--- src/rtl/psram_pkg.sv ---
// Shared constants and state encoding for the PSRAM SPI-mode transfer engine.
package psram_pkg;

    localparam int CMD_W       = 8;
    localparam int WIRE_ADDR_W = 24;

    localparam logic [CMD_W-1:0] CMD_READ      = 8'h03;
    localparam logic [CMD_W-1:0] CMD_FAST_READ = 8'h0B;
    localparam logic [CMD_W-1:0] CMD_WRITE     = 8'h02;
    localparam logic [CMD_W-1:0] CMD_RSTEN     = 8'h66;
    localparam logic [CMD_W-1:0] CMD_RST       = 8'h99;

    typedef enum logic [2:0] {
        IDLE,
        SETUP,
        SHIFT,
        HOLD,
        GAP
    } state_t;

endpackage

--- src/rtl/psram_shift_reg.sv ---
// Parallel-load, MSB-first shift register with a remaining-bit counter and
// serial-in capture; the low CAP_W bits hold the most recently captured bits.
module psram_shift_reg #(
    parameter int W     = 64,
    parameter int CNT_W = 7,
    parameter int CAP_W = 32
) (
    input  logic             clk,
    input  logic             rst_n,
    input  logic             load,
    input  logic [W-1:0]     load_data,
    input  logic [CNT_W-1:0] load_count,
    input  logic             shift,
    input  logic             sin,
    output logic             sout,
    output logic [CNT_W-1:0] count,
    output logic [CAP_W-1:0] capt
);

    logic [W-1:0] q;

    always_ff @(posedge clk) begin
        if (!rst_n) begin
            q     <= '0;
            count <= '0;
        end else if (load) begin
            q     <= load_data;
            count <= load_count;
        end else if (shift) begin
            q     <= {q[W-2:0], sin};
            count <= count - 1'b1;
        end
    end

    assign sout = q[W-1];
    assign capt = q[CAP_W-1:0];

endmodule

--- src/rtl/psram_spi_xfer.sv ---
// Single-word SPI-mode read/write engine for the serial PSRAM, SCLK = sys_clk/2.
// Define PSRAM_FAST_READ_EN to issue reads as 0x0B with 8 dummy clocks.
module psram_spi_xfer
    import psram_pkg::*;
#(
    parameter int ADDR_W = 24,
    parameter int DATA_W = 32,
    parameter int CE_GAP = 4
) (
    input  logic              sys_clk,
    input  logic              rst_n,
    input  logic              init_done,
    input  logic              req_valid,
    output logic              req_ready,
    input  logic              req_we,
    input  logic [ADDR_W-1:0] req_addr,
    input  logic [DATA_W-1:0] req_wdata,
    output logic              rsp_valid,
    output logic [DATA_W-1:0] rsp_rdata,
    output logic              busy,
    output logic              mem_ce,
    output logic              mem_sclk,
    output logic              mem_si,
    input  logic              mem_so
);

`ifdef PSRAM_FAST_READ_EN
    localparam int               DUMMY_W = 8;
    localparam logic [CMD_W-1:0] RD_CMD  = CMD_FAST_READ;
`else
    localparam int               DUMMY_W = 0;
    localparam logic [CMD_W-1:0] RD_CMD  = CMD_READ;
`endif

    localparam int SR_W   = CMD_W + WIRE_ADDR_W + DUMMY_W + DATA_W;
    localparam int WR_N   = CMD_W + WIRE_ADDR_W + DATA_W;
    localparam int CNT_W  = $clog2(SR_W + 1);
    localparam int GAP_W  = $clog2(CE_GAP + 1);

    if (DATA_W % 8 != 0) begin : g_bad_data_w
        $error("psram_spi_xfer: DATA_W must be a multiple of 8");
    end

    logic [WIRE_ADDR_W-1:0] addr24;

    if (ADDR_W >= WIRE_ADDR_W) begin : g_addr_trunc
        assign addr24 = req_addr[WIRE_ADDR_W-1:0];
    end else begin : g_addr_ext
        assign addr24 = {{(WIRE_ADDR_W-ADDR_W){1'b0}}, req_addr};
    end

    state_t            state, state_nxt;
    logic              phase_l;
    logic              is_read;
    logic [GAP_W-1:0]  gap_cnt;
    logic              handshake;
    logic              sr_load, sr_shift, sr_sin, sr_sout;
    logic [SR_W-1:0]   sr_load_data;
    logic [CNT_W-1:0]  sr_load_count;
    logic [CNT_W-1:0]  sr_count;
    logic [DATA_W-1:0] sr_capt;

    assign req_ready = (state == IDLE) && init_done;
    assign handshake = req_valid && req_ready;

    // Frames are left-aligned so the command byte always leaves first.
    assign sr_load_data  = req_we ? (SR_W'({CMD_WRITE, addr24, req_wdata}) << DUMMY_W)
                                  : (SR_W'({RD_CMD, addr24}) << (SR_W - CMD_W - WIRE_ADDR_W));
    assign sr_load_count = req_we ? CNT_W'(WR_N) : CNT_W'(SR_W);

    // Only the trailing DATA_W bits of a read carry data; SO is dropped elsewhere.
    assign sr_sin = is_read && (sr_count <= CNT_W'(DATA_W)) && mem_so;

    psram_shift_reg #(
        .W     (SR_W),
        .CNT_W (CNT_W),
        .CAP_W (DATA_W)
    ) u_shift (
        .clk        (sys_clk),
        .rst_n      (rst_n),
        .load       (sr_load),
        .load_data  (sr_load_data),
        .load_count (sr_load_count),
        .shift      (sr_shift),
        .sin        (sr_sin),
        .sout       (sr_sout),
        .count      (sr_count),
        .capt       (sr_capt)
    );

    always_ff @(posedge sys_clk) begin
        if (!rst_n) begin
            state     <= IDLE;
            phase_l   <= 1'b0;
            is_read   <= 1'b0;
            gap_cnt   <= '0;
            rsp_valid <= 1'b0;
            rsp_rdata <= '0;
        end else begin
            state     <= state_nxt;
            phase_l   <= (state == SHIFT) && !phase_l;
            gap_cnt   <= (state == GAP) ? gap_cnt + 1'b1 : '0;
            rsp_valid <= 1'b0;
            if (sr_load) begin
                is_read <= !req_we;
            end
            if (state == HOLD && is_read) begin
                rsp_valid <= 1'b1;
                rsp_rdata <= sr_capt;
            end
        end
    end

    // Shifting on the edge that ends phase H keeps SI changes inside SCLK-low time.
    always_comb begin
        state_nxt = state;
        sr_load   = 1'b0;
        sr_shift  = 1'b0;
        case (state)
            IDLE: begin
                if (handshake) begin
                    sr_load   = 1'b1;
                    state_nxt = SETUP;
                end
            end
            SETUP: state_nxt = SHIFT;
            SHIFT: begin
                if (!phase_l) begin
                    sr_shift = 1'b1;
                end else if (sr_count == '0) begin
                    state_nxt = HOLD;
                end
            end
            HOLD: state_nxt = GAP;
            GAP: begin
                if (gap_cnt == GAP_W'(CE_GAP - 1)) begin
                    state_nxt = IDLE;
                end
            end
            default: state_nxt = IDLE;
        endcase
    end

    assign busy     = (state != IDLE);
    assign mem_ce   = !((state == SETUP) || (state == SHIFT) || (state == HOLD));
    assign mem_sclk = (state == SHIFT) && !phase_l;
    assign mem_si   = ((state == SETUP) || (state == SHIFT)) && sr_sout;

endmodule

--- config.mk ---
export PLATFORM = sky130hd
export DESIGN_NAME = psram_spi_xfer
export DESIGN_NICKNAME = d
export VERILOG_FILES = /design/src/rtl/psram_pkg.sv /design/src/rtl/psram_shift_reg.sv /design/src/rtl/psram_spi_xfer.sv
export SDC_FILE = /design/constraint.sdc
export NUM_CORES = 1
export LEC_CHECK = 0
export CAP_MARGIN = 20
export CORE_ASPECT_RATIO = 1.2
export CORE_UTILIZATION = 23
export DETAILED_ROUTE_END_ITERATION = 12
export DONT_BUFFER_PORTS = 1
export PLACE_DENSITY = 0.34
export SLEW_MARGIN = 20
export SYNTH_ARGS = -nofsm -noshare
export SYNTH_HDL_FRONTEND = slang
export SYNTH_SLANG_ARGS = --single-unit
export TNS_END_PERCENT = 10
--- constraint.sdc ---
create_clock -name sys_clk -period 2.6 [get_ports sys_clk]
set_input_delay 0.52 -clock sys_clk [delete_from_list [all_inputs] [get_ports sys_clk]]
set_output_delay 0.52 -clock sys_clk [all_outputs]
set_load 0.02 [all_outputs]
=== Yosys cells after proc, flatten, opt, wreduce, memory -nomap -nowiden ===
Index checks and enable logic that the tools add are counted.

* Flip-flop bits (word level): 112
* Input port bits: 62
* Output and inout port bits: 38
* Logic and storage cells: 56

* Add/sub/neg operators: 2
* Magnitude comparators: 1
* Eq/ne operators: 9
* Multiplexer cells: 15
* Bitwise operators: 1
* Reductions and logical operators: 19

{| class="wikitable"
|+ Operators with widths
! operator !! count
|-
| 2-to-1 mux 64 bit || 2
|-
| 2-to-1 mux 57 bit || 1
|-
| one-hot mux 3 bit (5 select lines) || 1
|-
| 2-to-1 mux 7 bit || 2
|-
| 2-to-1 mux 3 bit || 4
|-
| equality test 3 x 2 -> 1 bit (second input constant) || 3
|-
| <= comparator 7 x 6 -> 1 bit (second input constant) || 1
|-
| logical AND 1 bit || 7
|-
| zero test 7 bit || 1
|-
| subtractor 7 x 1 -> 7 bit (second input constant) || 1
|-
| 2-to-1 mux 1 bit || 5
|-
| != test 2 x 1 -> 1 bit (second input constant) || 2
|-
| != test 2 bit (second input constant) || 2
|-
| AND reduction 4 bit || 1
|-
| adder 3 x 1 -> 3 bit (second input constant) || 1
|-
| equality test 3 x 1 -> 1 bit (second input constant) || 1
|-
| equality test 3 bit (second input constant) || 1
|-
| zero test 1 bit || 3
|-
| zero test 3 bit || 1
|-
| nonzero test 3 bit || 1
|-
| logical OR 1 bit || 2
|-
| AND reduction 2 bit || 1
|-
| nonzero test 2 bit || 1
|-
| OR reduction 2 bit || 1
|-
| inverter 1 bit || 1
|}

=== Logic depth before layout (Yosys ltp) ===
Gate-level depths: netlist of the first run.

* Depth after elaboration: 6
* Mapped depth: 8

=== By module ===
Synthesis of the first run repeated with hierarchy kept, for this count alone.

* Cell total of the unflattened synthesis: 653
* Area, all modules: 5457.7 µm²

{| class="wikitable"
|+ By module, submodules not included
! module !! times used !! cells each !! area an instance (µm²)
|-
| psram_shift_reg || 1 || 423 || 3613.5
|-
| psram_spi_xfer || 1 || 230 || 1844.3
|}

=== Worst setup path after synthesis of the first run ===
OpenSTA, ideal clock, no wires.

* Path kind: flip-flop to output port
* From: reg state[2]
* To: out req_ready
* Arrival time: 1649 ps
* Required time: 2080 ps
* Path slack: 431 ps
* Cell stages (with the launch flop): 6
* Path buffers: 3
* Cell sequence: dfxtp_1 > buf_6 > or2_2 > clkbuf_1 > clkbuf_1 > nor3b_1

* Longest elaborated chain between the ends: 2

{| class="wikitable"
|+ RTL lines
! element !! line !! source
|-
| start: declaration || psram_spi_xfer.sv:52 || <nowiki>state_t state, state_nxt;</nowiki>
|-
| start signal: assignment || psram_spi_xfer.sv:100 || <nowiki>state <= state_nxt;</nowiki>
|-
| zero test 3 bit || psram_spi_xfer.sv:63 || <nowiki>assign req_ready = (state == IDLE) && init_done;</nowiki>
|-
| logical AND 1 bit || psram_spi_xfer.sv:63 ||
|-
| end: declaration || psram_spi_xfer.sv:14 || <nowiki>output logic req_ready,</nowiki>
|}

No other way between the ends.

=== Worst setup path after layout of the first run ===
* From: reg state[1]
* To: out mem_sclk

* Longest elaborated chain between the ends: 2

{| class="wikitable"
|+ RTL lines
! element !! line !! source
|-
| equality test 3 x 2 -> 1 bit || psram_spi_xfer.sv:146 || <nowiki>assign mem_sclk = (state == SHIFT) && !phase_l;</nowiki>
|-
| logical AND 1 bit || psram_spi_xfer.sv:146 ||
|-
| end: declaration || psram_spi_xfer.sv:22 || <nowiki>output logic mem_sclk,</nowiki>
|}

No other way between the ends.

==> results.sh, run 1 <==
export IMPL_dpl_cell_area_mm2=0.005251
export IMPL_die_y_um=163.7
export IMPL_min_period_ps=2436
export IMPL_first_pass_iters=4
export IMPL_dieArea_mm2=0.02239
export IMPL_cts_inserted_buffers=9
export IMPL_drive_gt1_frac=0.07131
export IMPL_cts_tree="built"
export IMPL_start_util=0.2365
export IMPL_ys_ff_latch=112
export IMPL_dp_hpwl_um=9539
export IMPL_ant_nets=0
export IMPL_finClkSkew_ps=8.669
export IMPL_endpoint_kind="primary output"
export IMPL_drc_errors=0
export IMPL_relSlewSlack=0.6424
export IMPL_ir_drop_v=0.0003209
export IMPL_rows=58
export IMPL_syn_inst=623
export IMPL_syn_to_final_growth_pct=10.38
export IMPL_required_ps=2080
export IMPL_hold_slack_ps=344.8
export IMPL_n_fill_cell=2331
export IMPL_syn_avg_cell_area_um2=8.045
export IMPL_outcome="finished, final reports clean"
export IMPL_synth_cell_type_count=37
export IMPL_synth_edff_count=0
export IMPL_final_max_slew_violation_count=0
export IMPL_ys_async_sr_fraction=0
export IMPL_cpPeakStageDelay_ps=680
export IMPL_grt_max_degree=70
export IMPL_grt_pass1_wl_um=24480
export IMPL_grt_pass1_vias=4381
export IMPL_design_area_mm2=0.005533
export IMPL_ios=100
export IMPL_core_area_mm2=0.02119
export IMPL_leakage_nw=1.672
export IMPL_cts_resized=0
export IMPL_syn_cell_area_mm2=0.005012
export IMPL_worstSkewPairLatency_ps=350
export IMPL_ys_warn_count=0
export IMPL_num_vias=4411
export IMPL_placedCellCount=843
export IMPL_clockBufferDepth=2
export IMPL_critPathMaxFanout=27
export IMPL_setup_viol=0
export IMPL_routedWlPerCell_um=18.01
export IMPL_crit_arrival_ps=1920
export IMPL_synth_nets=688
export IMPL_ctsHoldBuffers=0
export IMPL_seq_area_frac_synth=0.4473
export IMPL_final_util=0.2611
export IMPL_clock_fmax_mhz=410.5
export IMPL_synth_flop_cell="dfxtp_1"
export IMPL_cap_violations=0
export IMPL_tns_ps=0
export IMPL_diodes=0
export IMPL_wirelength_um=15470
export IMPL_cts_max_level=3
export IMPL_worst_slew_pin_transition_ps=535.8
export IMPL_place_congestion=0.6985
export IMPL_viasPerCell=5.135
export IMPL_cts_root_buf="clkbuf_16"
export IMPL_critPathKind="reg -> out"
export IMPL_hold_viol=0
export IMPL_grt_overflow=0
export IMPL_grtUsageTotal=0.1426
export IMPL_hold_path_class="in -> reg"
export IMPL_postCtsSetupRepairBufs=0
export IMPL_die_w_um=136.8
export IMPL_drt_iter0_drc=268
export IMPL_clock_sinks=112
export IMPL_critPathLaunchType="flip-flop"
export IMPL_num_nets_final=649
export IMPL_slowest_stage="or4b_4"
export IMPL_grt_setup_unrepaired="no"
export IMPL_p_per_area_mw_per_mm2=682.5
export IMPL_antenna_found_initial=1
export IMPL_clk_pin_slew_worst_paths_ps=70
export IMPL_final_cells=859
export IMPL_numPortBuffers=0
export IMPL_worstPathCellList="or4b_4, inv_2, buf_4"
export IMPL_fin_crit_sh=0.9370
-- state kept, by name, indices dropped and copies added, names as in the netlist --
name	flops
phase_l	1
gap_cnt	3
rsp_rdata	32
is_read	1
u_shift.count	7
state	3
rsp_valid	1
u_shift.q	64
-- final timing paths --
kind | start | end | slack, ps | cells past startpoint
setup reg to reg | state[1]$_SDFFE_PN0P_ | u_shift.q[33]$_SDFFE_PN0P_ | 410 | 5
setup / recovery | state[1]$_SDFFE_PN0P_ | mem_sclk | 160 | 3
hold / removal | req_wdata[20] | u_shift.q[20]$_SDFFE_PN0P_ | 340 | 2
hold reg to reg | gap_cnt[0]$_SDFF_PN0_ | gap_cnt[0]$_SDFF_PN0_ | 430 | 1
-- cells in the mapped netlist, types with 8 or more instances --
library cell  instances  area, µm²
a21oi_1              44      220.2
nor3_1               25      125.1
nor2_1                9      33.78
buf_2                 8      40.04
o21a_1               31      232.7
clkbuf_1             55      206.5
o211ai_1             32      240.2
a311oi_1             25      219.0
dfxtp_1             112       2242
nand3_1              34      170.2
nand4_1              31      193.9
a31oi_1              35      219.0
nand2_1             128      480.5
-- worst max-delay path: cells and delay by family, from the launching register on --
family | cells | cell delay [ps]
simple gates | 1 | 680
flops | 1 | 520
buf+inv | 2 | 360
-- area by class of cell --
| cell class | count | area, µm² | area share |
|---|---|---|---|
| tap | 270 | 337.8 | 0.06106 |
| clock inverter | 4 | 45.04 | 0.008141 |
| sequential | 112 | 2245 | 0.4057 |
| timing repair buffer | 19 | 180.2 | 0.03256 |
| inverter | 8 | 31.28 | 0.005654 |
| clock buffer | 12 | 236.5 | 0.04274 |
| multi-input combinational | 434 | 2457 | 0.4441 |
-- cells by family after synthesis --
family / after synthesis / share of synthesized area
AOI/OAI and AO/OA: 176 / 0.2381
adders and majority gates: 3 / 0.007490
DFF: 112 / 0.4473
buffers and inverters: 77 / 0.06341
and+or+nand+nor: 253 / 0.2401
xor gates and xnor gates: 2 / 0.003495
-- power by group --
| group | switching, mW | total (mW) | internal [mW] |
|---|---|---|---|
| logic | 0.346 | 0.503 | 0.156 |
| registers | 0.0765 | 1.88 | 1.81 |
| clock network | 0.643 | 1.39 | 0.746 |
-- through the flow --
stage / total power [mW] / setup slack, ps
4_1_cts: 3.850 / 127.5
3_3_place_gp: 2.428 / 448.0
5_1_grt: 3.996 / 32.10
3_5_place_dp: 2.434 / 407.9
6_report: 3.776 / 163.8
2_1_floorplan: 2.294 / 430.7
-- per-layer routing --
metal / part of all wire / global-route usage / vias up / wire [µm]
li1: - / - / 2198 / -
met1: 0.45 / 0.1765 / 2108 / 6920
met2: 0.47 / 0.2314 / 87 / 7311
met3: 0.063 / 0.04568 / 16 / 975
met4: 0.016 / 0.04747 / 2 / 242
met5: 0.0011 / 0 / - / 17
-- placed cells by master (no fill, tap or decap), drive strengths merged --
cell      n
and3b     1
clkinv    4
o31ai     3
a221oi    1
o21a     31
nand4b    2
buf      19
nor3b     3
clkbuf   12
a211oi    1
bufinv    1
and4b     1
o21ai     3
or2       3
or3       5
a311oi   25
xnor2     2
nand3    34
or4       3
inv       7
nor3     25
a21oi    44
nand4    31
dfxtp   112
or4b      3
o211ai   32
a211o     1
nor2      9
nand3b    3
ha        3
a31oi    35
nand2b    2
nand2   128
No activity file was read; power rests on OpenSTA's default activity.
==> inputs of run 2 (changes only) <==
GPL_ROUTABILITY_DRIVEN = 0   (was unset)
==> results of run 2 <==
Same layout as run 1: the final DEF is identical, and so are final timing and power.
==> inputs of run 3 (changes only) <==
GPL_TIMING_DRIVEN = 0   (was unset)
==> results.sh, run 3 (synthesized netlist as in run 1, its figures left out) <==
export IMPL_finClkSkew_ps=8.371
export IMPL_grt_pass1_wl_um=26600
export IMPL_core_area_mm2=0.02119
export IMPL_cts_max_level=3
export IMPL_diodes=0
export IMPL_grtUsageTotal=0.1561
export IMPL_final_common_cell="nand2_1"
export IMPL_post_place_ws_ps=-62.05
export IMPL_antenna_found_initial=1
export IMPL_die_y_um=163.7
export IMPL_critPathKind="reg -> out"
export IMPL_grt_overflow=0
export IMPL_ant_nets=0
export IMPL_p_per_area_mw_per_mm2=712.0
export IMPL_num_vias=4610
export IMPL_worst_slew_pin_transition_ps=718.7
export IMPL_start_util=0.2365
export IMPL_cap_violations=0
export IMPL_placedCellCount=893
export IMPL_routedWlPerCell_um=18.70
export IMPL_min_period_ps=2469
export IMPL_numPortBuffers=0
export IMPL_drive_gt1_frac=0.05956
export IMPL_wirelength_um=16980
export IMPL_hold_viol=0
export IMPL_crit_arrival_ps=1950
export IMPL_clk_pin_slew_worst_paths_ps=80
export IMPL_required_ps=2080
export IMPL_drc_errors=0
export IMPL_viasPerCell=5.077
export IMPL_dieArea_mm2=0.02239
export IMPL_worstSkewPairLatency_ps=350
export IMPL_ios=100
export IMPL_die_w_um=136.8
export IMPL_tns_ps=0
export IMPL_grt_pass1_vias=4631
export IMPL_first_pass_iters=5
export IMPL_n_fill_cell=2358
export IMPL_outcome="finished, final reports clean"
export IMPL_hold_slack_ps=336.8
export IMPL_ir_drop_v=0.0003310
export IMPL_dp_hpwl_um=12260
export IMPL_hold_path_class="in -> reg"
export IMPL_critPathMaxFanout=10
export IMPL_regMostFlops="u_shift.q"
export IMPL_setup_viol=0
export IMPL_leakage_nw=1.725
export IMPL_num_nets_final=698
export IMPL_cts_inserted_buffers=9
export IMPL_final_cells=908
export IMPL_clock_sinks=112
export IMPL_cts_tree="built"
export IMPL_grt_max_degree=18
export IMPL_fin_crit_sh=0.9496
export IMPL_clock_fmax_mhz=405.0
export IMPL_most_common_layout_cells="nand2_1, dfxtp_1, clkbuf_1"
export IMPL_critPathLaunchType="flip-flop"
export IMPL_grt_setup_unrepaired="no"
export IMPL_syn_to_final_growth_pct=13.85
export IMPL_largestRegisters="u_shift.q x64, rsp_rdata x32, u_shift.count x7"
export IMPL_final_max_slew_violation_count=0
export IMPL_finalWorstSetupSlack_ps=131.1
export IMPL_rows=58
export IMPL_clockBufferDepth=2
export IMPL_endpoint_kind="primary output"
export IMPL_largest_reg_flops=64
export IMPL_drt_iter0_drc=247
export IMPL_relSlewSlack=0.5198
export IMPL_cts_root_buf="clkbuf_16"
[run 3: cell types whose count changed in the layout (fill, tap and decap cells not counted), moves of 2 or more]
| cell | previous run | this run |
|---|---|---|
| clkbuf_1 | 3 | 52 |
| buf_6 | 0 | 3 |
| buf_4 | 16 | 0 |
| clkbuf_2 | 0 | 3 |
| buf_12 | 3 | 0 |
| dfxtp_2 | 2 | 0 |
| dfxtp_1 | 110 | 112 |
| clkinv_2 | 4 | 2 |
| bufinv_16 | 1 | 3 |
| buf_1 | 0 | 3 |
| buf_2 | 0 | 8 |
[run 3: area by class of cell]
class | count | area, µm² | area share
tap | 270 | 337.8 | 0.05920
clock inverter | 6 | 107.6 | 0.01886
sequential | 112 | 2242 | 0.3929
multi-input combinational | 434 | 2469 | 0.4326
clock buffer | 10 | 229.0 | 0.04012
inverter | 8 | 30.03 | 0.005262
buffer | 68 | 291.5 | 0.05109
[run 3: what timing repair did]
item	in CTS	in global routing
resized for setup	7	3
setup endpoints to repair	4	3
pin swaps	0	1
buffers inserted	0	0
hold buffers	0	0
[run 3: power by group]
| group | switching, mW | total [mW] | internal (mW) |
|---|---|---|---|
| registers | 0.0701 | 1.88 | 1.81 |
| logic | 0.402 | 0.566 | 0.164 |
| clock network | 0.679 | 1.62 | 0.942 |
[run 3: per-stage QoR]
| step | instance area [µm²] | power, mW | utilization |
|---|---|---|---|
| final | 5707 | 4.063 | 0.2693 |
| after CTS | 5710 | 4.133 | 0.2695 |
| after floorplan | 5012 | 2.294 | - |
| after global routing | 5707 | 4.268 | 0.2693 |
| after detailed placement | 5350 | 2.481 | 0.2525 |
| after global placement | 5350 | 2.475 | 0.2525 |
[run 3: path summary, 6_finish.rpt]
| check | from | endpoint | slack, ps | cells after the start |
|---|---|---|---|---|
| setup reg to reg | state[1]$_SDFFE_PN0P_ | u_shift.q[51]$_SDFFE_PN0P_ | 360 | 6 |
| hold reg to reg | gap_cnt[0]$_SDFF_PN0_ | gap_cnt[0]$_SDFF_PN0_ | 430 | 1 |
| setup / recovery | state[2]$_SDFFE_PN0P_ | req_ready | 130 | 5 |
| hold / removal | req_wdata[27] | u_shift.q[27]$_SDFFE_PN0P_ | 340 | 2 |
[run 3: routing by layer]
metal | vias up | wire (µm) | GRT usage
li1 | 2291 | - | -
met1 | 2203 | 7570 | 0.1964
met2 | 105 | 8069 | 0.2582
met3 | 9 | 1160 | 0.04969
met4 | 2 | 160 | 0.03333
met5 | - | 17 | 0
[run 3: critical path, cell delays in order, from the launching register on]
cell and delay [ps]:
dfxtp_1 310, buf_6 130, or2_2 300, clkbuf_1 240, buf_2 280, nor3b_4 330
